`config.mk`:
```
export PLATFORM = sky130hd
export DESIGN_NAME = rr_mux_feeder
export DESIGN_NICKNAME = d
export VERILOG_FILES = /design/src/rtl/rr_mux_feeder.sv
export SDC_FILE = /design/constraint.sdc
export NUM_CORES = 1
export LEC_CHECK = 0
export ABC_AREA = 1
export BUFFER_PORTS_ARGS = -buffer_cell sky130_fd_sc_hd__buf_2
export CELL_PAD_IN_SITES_DETAIL_PLACEMENT = 0
export CELL_PAD_IN_SITES_GLOBAL_PLACEMENT = 1
export CORE_ASPECT_RATIO = 0.8
export CORE_MARGIN = 4
export CORE_UTILIZATION = 27
export CTS_BUF_LIST = sky130_fd_sc_hd__clkbuf_16
export CTS_CLUSTER_DIAMETER = 30
export DETAILED_ROUTE_END_ITERATION = 16
export PLACE_DENSITY = 0.59
export SLEW_MARGIN = 5
export SYNTH_ARGS = -nofsm -noshare
export SYNTH_HDL_FRONTEND = slang
export SYNTH_SLANG_ARGS = --single-unit
```
`constraint.sdc`:
```
create_clock -name clk -period 1.7 [get_ports clk]
set_clock_uncertainty 0.2 [all_clocks]
set_input_delay 0.085 -clock clk [delete_from_list [all_inputs] [get_ports clk]]
set_output_delay 0.085 -clock clk [all_outputs]
set_load 0.03 [all_outputs]
```
`src/rtl/rr_mux_feeder.sv`:
```
// rr_mux_feeder: two-channel round-robin feeder for a muxed D-input register.
// Buffers one word per channel and grants at most one word per cycle.
//
// Ports:
//   clk, rstN            clock, async active-low reset
//   a_valid/a_ready/a_data  channel A valid/ready source
//   b_valid/b_ready/b_data  channel B valid/ready source
//   hold                 suppress grants this cycle
//   d1, d2, data_select  drive the downstream register inputs
//   sel_valid            d1/d2/data_select carry a freshly granted word
//   q_valid              sel_valid delayed to line up with register q_out
//   grant_cnt            modulo-256 grant counter
module rr_mux_feeder #(
  parameter int WIDTH = 4
) (
  input  logic             clk,
  input  logic             rstN,
  input  logic             a_valid,
  output logic             a_ready,
  input  logic [WIDTH-1:0] a_data,
  input  logic             b_valid,
  output logic             b_ready,
  input  logic [WIDTH-1:0] b_data,
  input  logic             hold,
  output logic [WIDTH-1:0] d1,
  output logic [WIDTH-1:0] d2,
  output logic             data_select,
  output logic             sel_valid,
  output logic             q_valid,
  output logic [7:0]       grant_cnt
);

  logic             a_full;
  logic             b_full;
  logic [WIDTH-1:0] a_buf;
  logic [WIDTH-1:0] b_buf;
  logic             last_b;
  logic             pop_a;
  logic             pop_b;
  logic             acc_a;
  logic             acc_b;

  // Pops use only registered state and hold, so ready never
  // depends combinationally on valid.
  assign pop_a = a_full && !hold && (!b_full || last_b);
  assign pop_b = b_full && !hold && !pop_a;

  assign a_ready = !a_full || pop_a;
  assign b_ready = !b_full || pop_b;

  assign acc_a = a_valid && a_ready;
  assign acc_b = b_valid && b_ready;

  always_ff @(posedge clk or negedge rstN) begin
    if (!rstN) begin
      a_full <= 1'b0;
      b_full <= 1'b0;
      a_buf  <= '0;
      b_buf  <= '0;
    end else begin
      if (acc_a) begin
        a_full <= 1'b1;
        a_buf  <= a_data;
      end else if (pop_a) begin
        a_full <= 1'b0;
      end
      if (acc_b) begin
        b_full <= 1'b1;
        b_buf  <= b_data;
      end else if (pop_b) begin
        b_full <= 1'b0;
      end
    end
  end

  always_ff @(posedge clk or negedge rstN) begin
    if (!rstN) begin
      d1          <= '0;
      d2          <= '0;
      data_select <= 1'b0;
      sel_valid   <= 1'b0;
      q_valid     <= 1'b0;
      grant_cnt   <= 8'd0;
      last_b      <= 1'b1;
    end else begin
      q_valid <= sel_valid;
      unique case (1'b1)
        pop_a: begin
          d1          <= a_buf;
          data_select <= 1'b1;
          sel_valid   <= 1'b1;
          last_b      <= 1'b0;
          grant_cnt   <= grant_cnt + 8'd1;
        end
        pop_b: begin
          d2          <= b_buf;
          data_select <= 1'b0;
          sel_valid   <= 1'b1;
          last_b      <= 1'b1;
          grant_cnt   <= grant_cnt + 8'd1;
        end
        default: begin
          sel_valid <= 1'b0;
        end
      endcase
    end
  end

endmodule
```
==> results of run 1 <==
[Yosys cell counts]
cell | instances | area share (%)
nand3b_1 | 2 | 1.2
buf_6 | 1 | 0.89
ha_1 | 1 | 0.99
nor2_1 | 3 | 0.89
nand3_1 | 18 | 7.1
nand2_2 | 3 | 1.5
nor2_4 | 1 | 0.89
dfrtp_1 | 29 | 57
nand2_4 | 4 | 3.6
xnor2_1 | 2 | 1.4
inv_1 | 10 | 3.0
dfstp_2 | 1 | 2.1
o21ai_0 | 4 | 1.6
xor2_1 | 2 | 1.4
nand2_1 | 54 | 16
[what timing repair did]
action                                  in CTS  in global routing
gates cloned                                 0                  0
hold endpoints to repair                    43                  0
gates resized for setup                      3                  3
setup buffers                                2                  0
hold buffers                                12                  0
endpoints found under the setup margin       2                  1
pin swaps                                    0                  0
[cell type report]
class | count | area, sq um
Clock buffer | 5 | 125
Clock inverter | 3 | 12.5
Fill cell | 452 | 2540
Inverter | 10 | 37.5
Multi-Input combinational cell | 94 | 474
Sequential cell | 30 | 752
Tap cell | 57 | 71.3
Timing Repair Buffer | 49 | 322
[worst register-to-register path: stages (launching register included)]
cell and delay [ns]:
dfrtp_1 0.35, inv_1 0.07, nor2_4 0.11, dlygate4sd3_1 0.63, nand3_1 0.11, nand2_1 0.08
[routing by layer]
layer / part of all wire, % / vias to the layer above
li1: - / 539
met1: 47 / 490
met2: 45 / 23
met3: 6.0 / 7
met4: 1.7 / 0
met5: 0 / -
[power breakdown]
group          switching [mW]  internal, mW
logic                   0.983         0.495
registers               0.203          1.03
clock network           0.283         0.526
total                    1.47          2.05
[state kept, by name, indices dropped and copies added, names as in the netlist]
register     cells
d2               4
a_buf            4
b_full           1
grant_cnt        8
data_select      1
last_b           1
a_full           1
d1               4
q_valid          1
b_buf            4
sel_valid        1
[metrics by stage]
step	power [mW]	util, %	std cells
finish	3.52	41.4	248
global route	3.78	41.4	248
CTS	3.57	41.2	248
detailed placement	2.64	34.7	226
global placement	2.62	34.7	226
floorplan	2.22	-	135
[worst max path at each step]
stage                 from        to  slack, ns  cells after the start
detailed placement  last_b   b_ready       0.16                      6
global route        last_b   b_ready      0.007                      6
global placement    last_b   b_ready       0.22                      6
floorplan           last_b  a_buf[0]       0.21                      8
CTS                 last_b   b_ready       0.03                      6
finish              last_b   a_ready       0.07                      5
[kinds of logic (layout without fill, tap and decap cells)]
logic type,Yosys count,in the layout,share of synthesized area [%]
AO/OA/AOI/OAI,4,4,1.59
XOR/XNOR,4,4,2.78
adder cells (fa/ha/maj),1,1,0.991
buffers and inverters,11,67,3.87
flip-flops,30,30,59.6
AND/OR/NAND/NOR,85,85,31.2
==> metrics, run 1 <==
Final WS setup=0.0683 ns; met2 usage=15.7%; die height=slightly below 70 um; wirelength, routed=2700 um; CTS tree=built; via count=1,059; full die area=0.00584 sq mm; Seq cells post-synth=30; first-pass GRT wire length=4690 um; max-cap violations=0; Ports=34; Reg2Reg Launch Point=a_full; Die W=84.5 um; final slew viol count=0; CP max-delay cell=dfstp_2; Syn. warnings=0; synthesized area=roughly 0.0013 sq mm; clock net sink count=30; gr busiest metal=met2; vias per std cell=4.27; Max rail drop VDD=674 uV; Port Buffers=33; Synth cell types=15; root buf cell=clkbuf_16; crit end category=output port; placed cell area=0.00150 sq mm; Pre-Repair DR Iteration Count=4; layout cell share with drive strength beyond 1=28.3%; Avg Inst Size Synth=9.35 sq um; Antenna Nets Post-Route=0; Area Overhead vs Synth=42.1%; crit-path cells=inv_1 > nand2_2 > nand2_4 > nand2_4 > buf_2; Mapped Cells=135; gp weighted congestion=0.732; Final Cycle Share=a little over nine tenths; WP data required=1.41 ns; drt wl/cell=10.9 um; DP HPWL=approximately 2000 um; Worst R2R End=d1[3]; crit path buf inv count=2; sequential fraction of the synthesis area=between 50% and 60%; ant diodes=0; min-delay worst type=input pin to flop; TNS Setup=0 ns; final hold violation count=0; delay-heaviest family, CP=flip-flops; pre-CTS setup slack=0.160 ns; antenna violations before repair=0; Worst EP arrival=1.35 ns; Leak=0.980 nW; worst hold path depth=5; Overflow after GRT=0; PwrDens=1960 mW/mm^2; # rows=21; Hold WS=0.0717 ns; DR iter-0 viols=23; Startpoint Class=flop; status=completed; global-route usage over all layers=approximately a tenth; worst slew pin tran=roughly 0.66 ns; worst reg2reg path depth=5; Max FO, Critical Path=7; Core ar.=roughly 0.0043 sq mm; relative slew slack=56.0%; CTS max path bufs=2; reg2reg setup slack=between 0.1 and 0.15 ns; residual DRC count=0; largest net degree at the start of global routing=31; Post-Syn Nets=approximately 150; Clk Latency, worst-skew pair=0.27 ns; met1 Usage GRT=11.9%; htree depth=2; most frequent cells in the layout=nand2_1 (53), buf_2 (32), dfrtp_1 (29); GR Util met3=4.29%; TritonCTS buffer count=5; Max Clk Rate=613 MHz; vias in the first global route=around 1,100; Worst Hold Path EP=d2[2]; setup violators final=0; clock-pin slew on the worst setup and hold paths=0.05 ns; commonest non-fill, non-tap cell in the layout=nand2_1; kind of critical path=flop to output port; min Tclk post-route=1.63 ns; hold path start=hold; nets@finish=204; Top cell by count, worst path=nand2_4; RSZ-0062 raised after global routing=no; Initial Utilization=29.1%; max incr delay on CP=0.51 ns; design area=0.00179 sq mm
No activity file was read; power rests on OpenSTA's default activity.
==> run 2, diff against run 1 <==
- CELL_PAD_IN_SITES_DETAIL_PLACEMENT: 0 -> default
- CELL_PAD_IN_SITES_GLOBAL_PLACEMENT: 1 -> default
- PLACE_DENSITY: 0.59 -> 0.48
==> run 2 against run 1 <==
Compared with the run above:
- flip-flop and latch count unchanged
- clock power up 21%
- cell count did not move
- critical path type unchanged
- largest power group unchanged
==> metrics, run 2 (synthesis results as in run 1) <==
via count=1,051; layout cell share with drive strength beyond 1=between 20 and 30%; placed cell area=0.00150 sq mm; Worst R2R End=d1[2]; Final Core Density=a little over two fifths; reg2reg setup slack=0.11 ns; htree depth=2; crit end category=output port; gp weighted congestion=0.702; kind of critical path=flop to output port; max reg flops=8; Hold WS=0.0499 ns; CTS max path bufs=2; final slew viol count=0; largest net degree at the start of global routing=31; RSZ-0062 raised after global routing=no; Pre-Repair DR Iteration Count=4; antenna violations before repair=0; vias in the first global route=1,129; hold path start=hold; Antenna Nets Post-Route=0; nets@finish=204; vias per std cell=4.24; full die area=between 0.005 and 0.006 sq mm; placed insts=226; WP data required=1.41 ns; Final Power=3.69 mW; design area=0.00181 sq mm; Final Cycle Share=96.9%; global-route usage over all layers=10.8%; worst hold path depth=5; ant diodes=0; Reg2Reg Launch Point=a_full; Max rail drop VDD=603 uV; most frequent cells in the layout=nand2_1 (53), buf_2 (32), dfrtp_1 (28); min-delay worst type=input pin to flop; clock net sink count=30; die height=69.2 um; pre-CTS setup slack=0.182 ns; final hold violation count=0; residual DRC count=0; Die W=84.5 um; TritonCTS buffer count=5; setup violators final=0; Max Clk Rate=between 600 and 700 MHz; min Tclk post-route=1.65 ns; status=completed; relative slew slack=a little under three fifths; Leak=0.988 nW; commonest non-fill, non-tap cell in the layout=nand2_1; Ports=34; Max FO, Critical Path=7; max-cap violations=0; PwrDens=roughly 2000 mW/mm^2; worst reg2reg path depth=5; Clk Latency, worst-skew pair=0.27 ns; Area Overhead vs Synth=43.7%; Worst EP arrival=1.36 ns; drt wl/cell=11.4 um; # rows=21; Final WS setup=between 0.05 and 0.06 ns; Startpoint Class=flop; CTS tree=built; worst slew pin tran=0.668 ns; DR iter-0 viols=27; Most flops, register=grant_cnt; root buf cell=clkbuf_16; Overflow after GRT=0; TNS Setup=0 ns; Core ar.=between 0.004 and 0.005 sq mm; Port Buffers=33; first-pass GRT wire length=4970 um; final std cells w/o fill=248; Worst Hold Path EP=d2[1]; wirelength, routed=2820 um; Initial Utilization=between 20 and 30%; DP HPWL=1890 um; clock-pin slew on the worst setup and hold paths=0.05 ns
==> run 2: changes by cell type in the layout (fill, tap and decap cells not counted), sizes merged <==
cell / delta
bufinv: +1
inv: -1
==> run 2: power breakdown <==
| group | internal [mW] | switching [mW] | total, mW |
|---|---|---|---|
| Clock | 0.683 | 0.298 | 0.982 |
| Combinational | 0.484 | 0.977 | 1.46 |
| Sequential | 1.03 | 0.211 | 1.25 |
| Total | 2.20 | 1.49 | 3.69 |
==> run 2: timing repair <==
item,4_1_cts,5_1_grt
setup buffers,2,0
hold endpoints to repair,43,0
pin swaps,0,0
resized for setup,3,1
hold buffers,12,0
endpoints found under the setup margin,2,1
==> run 2: how the worst max path moves through the flow <==
stage,endpoint,startpoint,slack [ns]
after detailed placement,b_ready,last_b,0.18
after floorplan,a_buf[0],last_b,0.21
after global placement,b_ready,last_b,0.22
after CTS,b_ready,last_b,0.04
after global routing,b_ready,last_b,0.006
final,b_ready,last_b,0.05
==> run 2: critical path, cell delays in order (launching register included) <==
cell	delay, ns
dfstp_2	0.51
inv_1	0.05
nand2_2	0.08
nand2_4	0.09
nand2_2	0.10
nand2_4	0.08
buf_4	0.17
==> run 2: layer usage <==
metal	share of wire [%]	wire (um)	vias up	global-route usage (%)
li1	-	-	535	-
met2	49	1390	27	17.6
met1	43	1210	483	12.8
met4	2.1	59	0	5.27
met5	0	0	-	0
met3	6.0	170	6	3.33
==> run 2: area by class of cell <==
type	count	area [sq um]
Clock buffer	5	125
Inverter	10	37.5
Fill cell	447	2520
Tap cell	57	71.3
Clock inverter	3	40.0
Multi-Input combinational cell	94	469
Sequential cell	30	753
Timing Repair Buffer	49	318
==> run 3, diff against run 2 <==
- SLEW_MARGIN: 5 -> default
- clock period: 1.7 -> 1.6 ns (I/O delays scaled with it)
==> run 3 against run 2 <==
Compared with the run above:
- cell area grew 2.8%
- core utilization grew 1.2 points
- total power grew 6.9%
- combinational power grew 17%
- non-clock buffer count grew 7
- cell count grew 2.8%
- critical path depth is the same
- largest cell class unchanged
==> metrics, run 3 (synthesis results as in run 1) <==
min Tclk post-route=1.58 ns; hold path start=hold; most frequent cells in the layout=nand2_1 (53), buf_2 (31), dfrtp_1 (28); Initial Utilization=between 20% and 30%; Overflow after GRT=0; Area Overhead vs Synth=47.8%; Most flops, register=grant_cnt; first-pass GRT wire length=4910 um; Ports=34; Antenna Nets Post-Route=0; WP data required=1.32 ns; Worst R2R End=b_buf[0]; full die area=0.00584 sq mm; residual DRC count=0; DP HPWL=1930 um; via count=approximately 1,100; largest net degree at the start of global routing=31; final slew viol count=0; worst slew pin tran=0.680 ns; Final Cycle Share=a little over nine tenths; max reg flops=8; DR iter-0 viols=31; root buf cell=clkbuf_16; min-delay worst type=input pin to flop; # rows=21; worst hold path depth=4; Final Power=3.94 mW; Max Clk Rate=632 MHz; ant diodes=0; Core ar.=0.00434 sq mm; pre-CTS setup slack=0.177 ns; worst reg2reg path depth=9; Max rail drop VDD=853 uV; kind of critical path=flop to output port; drt wl/cell=11.0 um; RSZ-0062 raised after global routing=yes; Worst EP arrival=1.30 ns; Pre-Repair DR Iteration Count=4; setup violators final=0; status=completed; antenna violations before repair=0; max-cap violations=0; reg2reg setup slack=around 0.14 ns; clock-pin slew on the worst setup and hold paths=0.05 ns; layout cell share with drive strength beyond 1=approximately a third; Reg2Reg Launch Point=last_b; gp weighted congestion=0.700; nets@finish=between 200 and 250; clock net sink count=30; PwrDens=2110 mW/mm^2; Leak=1.02 nW; CTS max path bufs=2; htree depth=2; TritonCTS buffer count=5; Clk Latency, worst-skew pair=0.28 ns; commonest non-fill, non-tap cell in the layout=nand2_1; vias in the first global route=1,058; CTS tree=built; Port Buffers=33; Die W=84.5 um; die height=69.2 um; Fillers=435; Final WS setup=0.0187 ns; crit end category=output port; vias per std cell=4.19; final hold violation count=0; wirelength, routed=2800 um; global-route usage over all layers=10.7%; Startpoint Class=flop; Worst Hold Path EP=sel_valid; Max FO, Critical Path=5; relative slew slack=54.6%
[run 3: area by class of cell]
| type | instances | area [sq um] | area share, % |
|---|---|---|---|
| Sequential cell | 30 | 753 | 40.4 |
| Multi-Input combinational cell | 94 | 483 | 25.9 |
| Timing Repair Buffer | 56 | 379 | 20.3 |
| Clock buffer | 5 | 125 | 6.71 |
| Tap cell | 57 | 71.3 | 3.82 |
| Inverter | 10 | 37.5 | 2.01 |
| Clock inverter | 3 | 16.3 | 0.872 |
[run 3: worst max-delay path by stage]
stage / from / slack [ns] / endpoint / depth (start not counted)
2_1_floorplan: last_b / 0.11 / a_buf[0] / 8
3_3_place_gp: last_b / 0.20 / b_ready / 6
3_5_place_dp: last_b / 0.18 / b_ready / 6
4_1_cts: last_b / -0.008 / b_ready / 6
5_1_grt: last_b / -0.02 / b_ready / 6
6_report: last_b / 0.02 / b_ready / 6
[run 3: metrics by stage]
step / hold WS [ns] / TNS (ns) / utilization (%) / instance area, sq um / instances
after floorplan: -0.416 / 0 / - / 1260 / 135
after global placement: -0.0493 / 0 / 35.0 / 1520 / 228
after detailed placement: -0.0402 / 0 / 35.0 / 1520 / 228
after CTS: 0.0224 / -0.00768 / 41.7 / 1810 / 249
after global routing: 0.0688 / -0.0238 / 43.0 / 1870 / 255
final: 0.0193 / 0 / 43.0 / 1870 / 255
[run 3: routing by layer]
layer	global-route usage (%)	wire, um
met5	0	0
met4	3.69	23
met3	5.60	211
met2	16.6	1310
met1	12.6	1260
[run 3: critical path, stage by stage, from the launching register on]
cell and delay, ns:
dfstp_2 0.52, inv_2 0.03, nand2_2 0.08, nand2_4 0.08, nand2_4 0.11, nand2_8 0.06, buf_6 0.14
[run 3: timing repair]
| action | 4_1_cts | 5_1_grt |
|---|---|---|
| endpoints found under the setup margin | 2 | 6 |
| pin swaps | 1 | 3 |
| buffers inserted | 1 | 6 |
| hold buffers | 12 | 0 |
| gates resized for setup | 7 | 4 |
| endpoints found under the hold margin | 43 | 0 |
[run 3: where the power goes]
part	switching [mW]	total, mW	internal, mW	leakage [nW]
clock network	0.326	0.892	0.566	0.0672
registers	0.238	1.34	1.10	0.370
logic	1.07	1.71	0.646	0.581
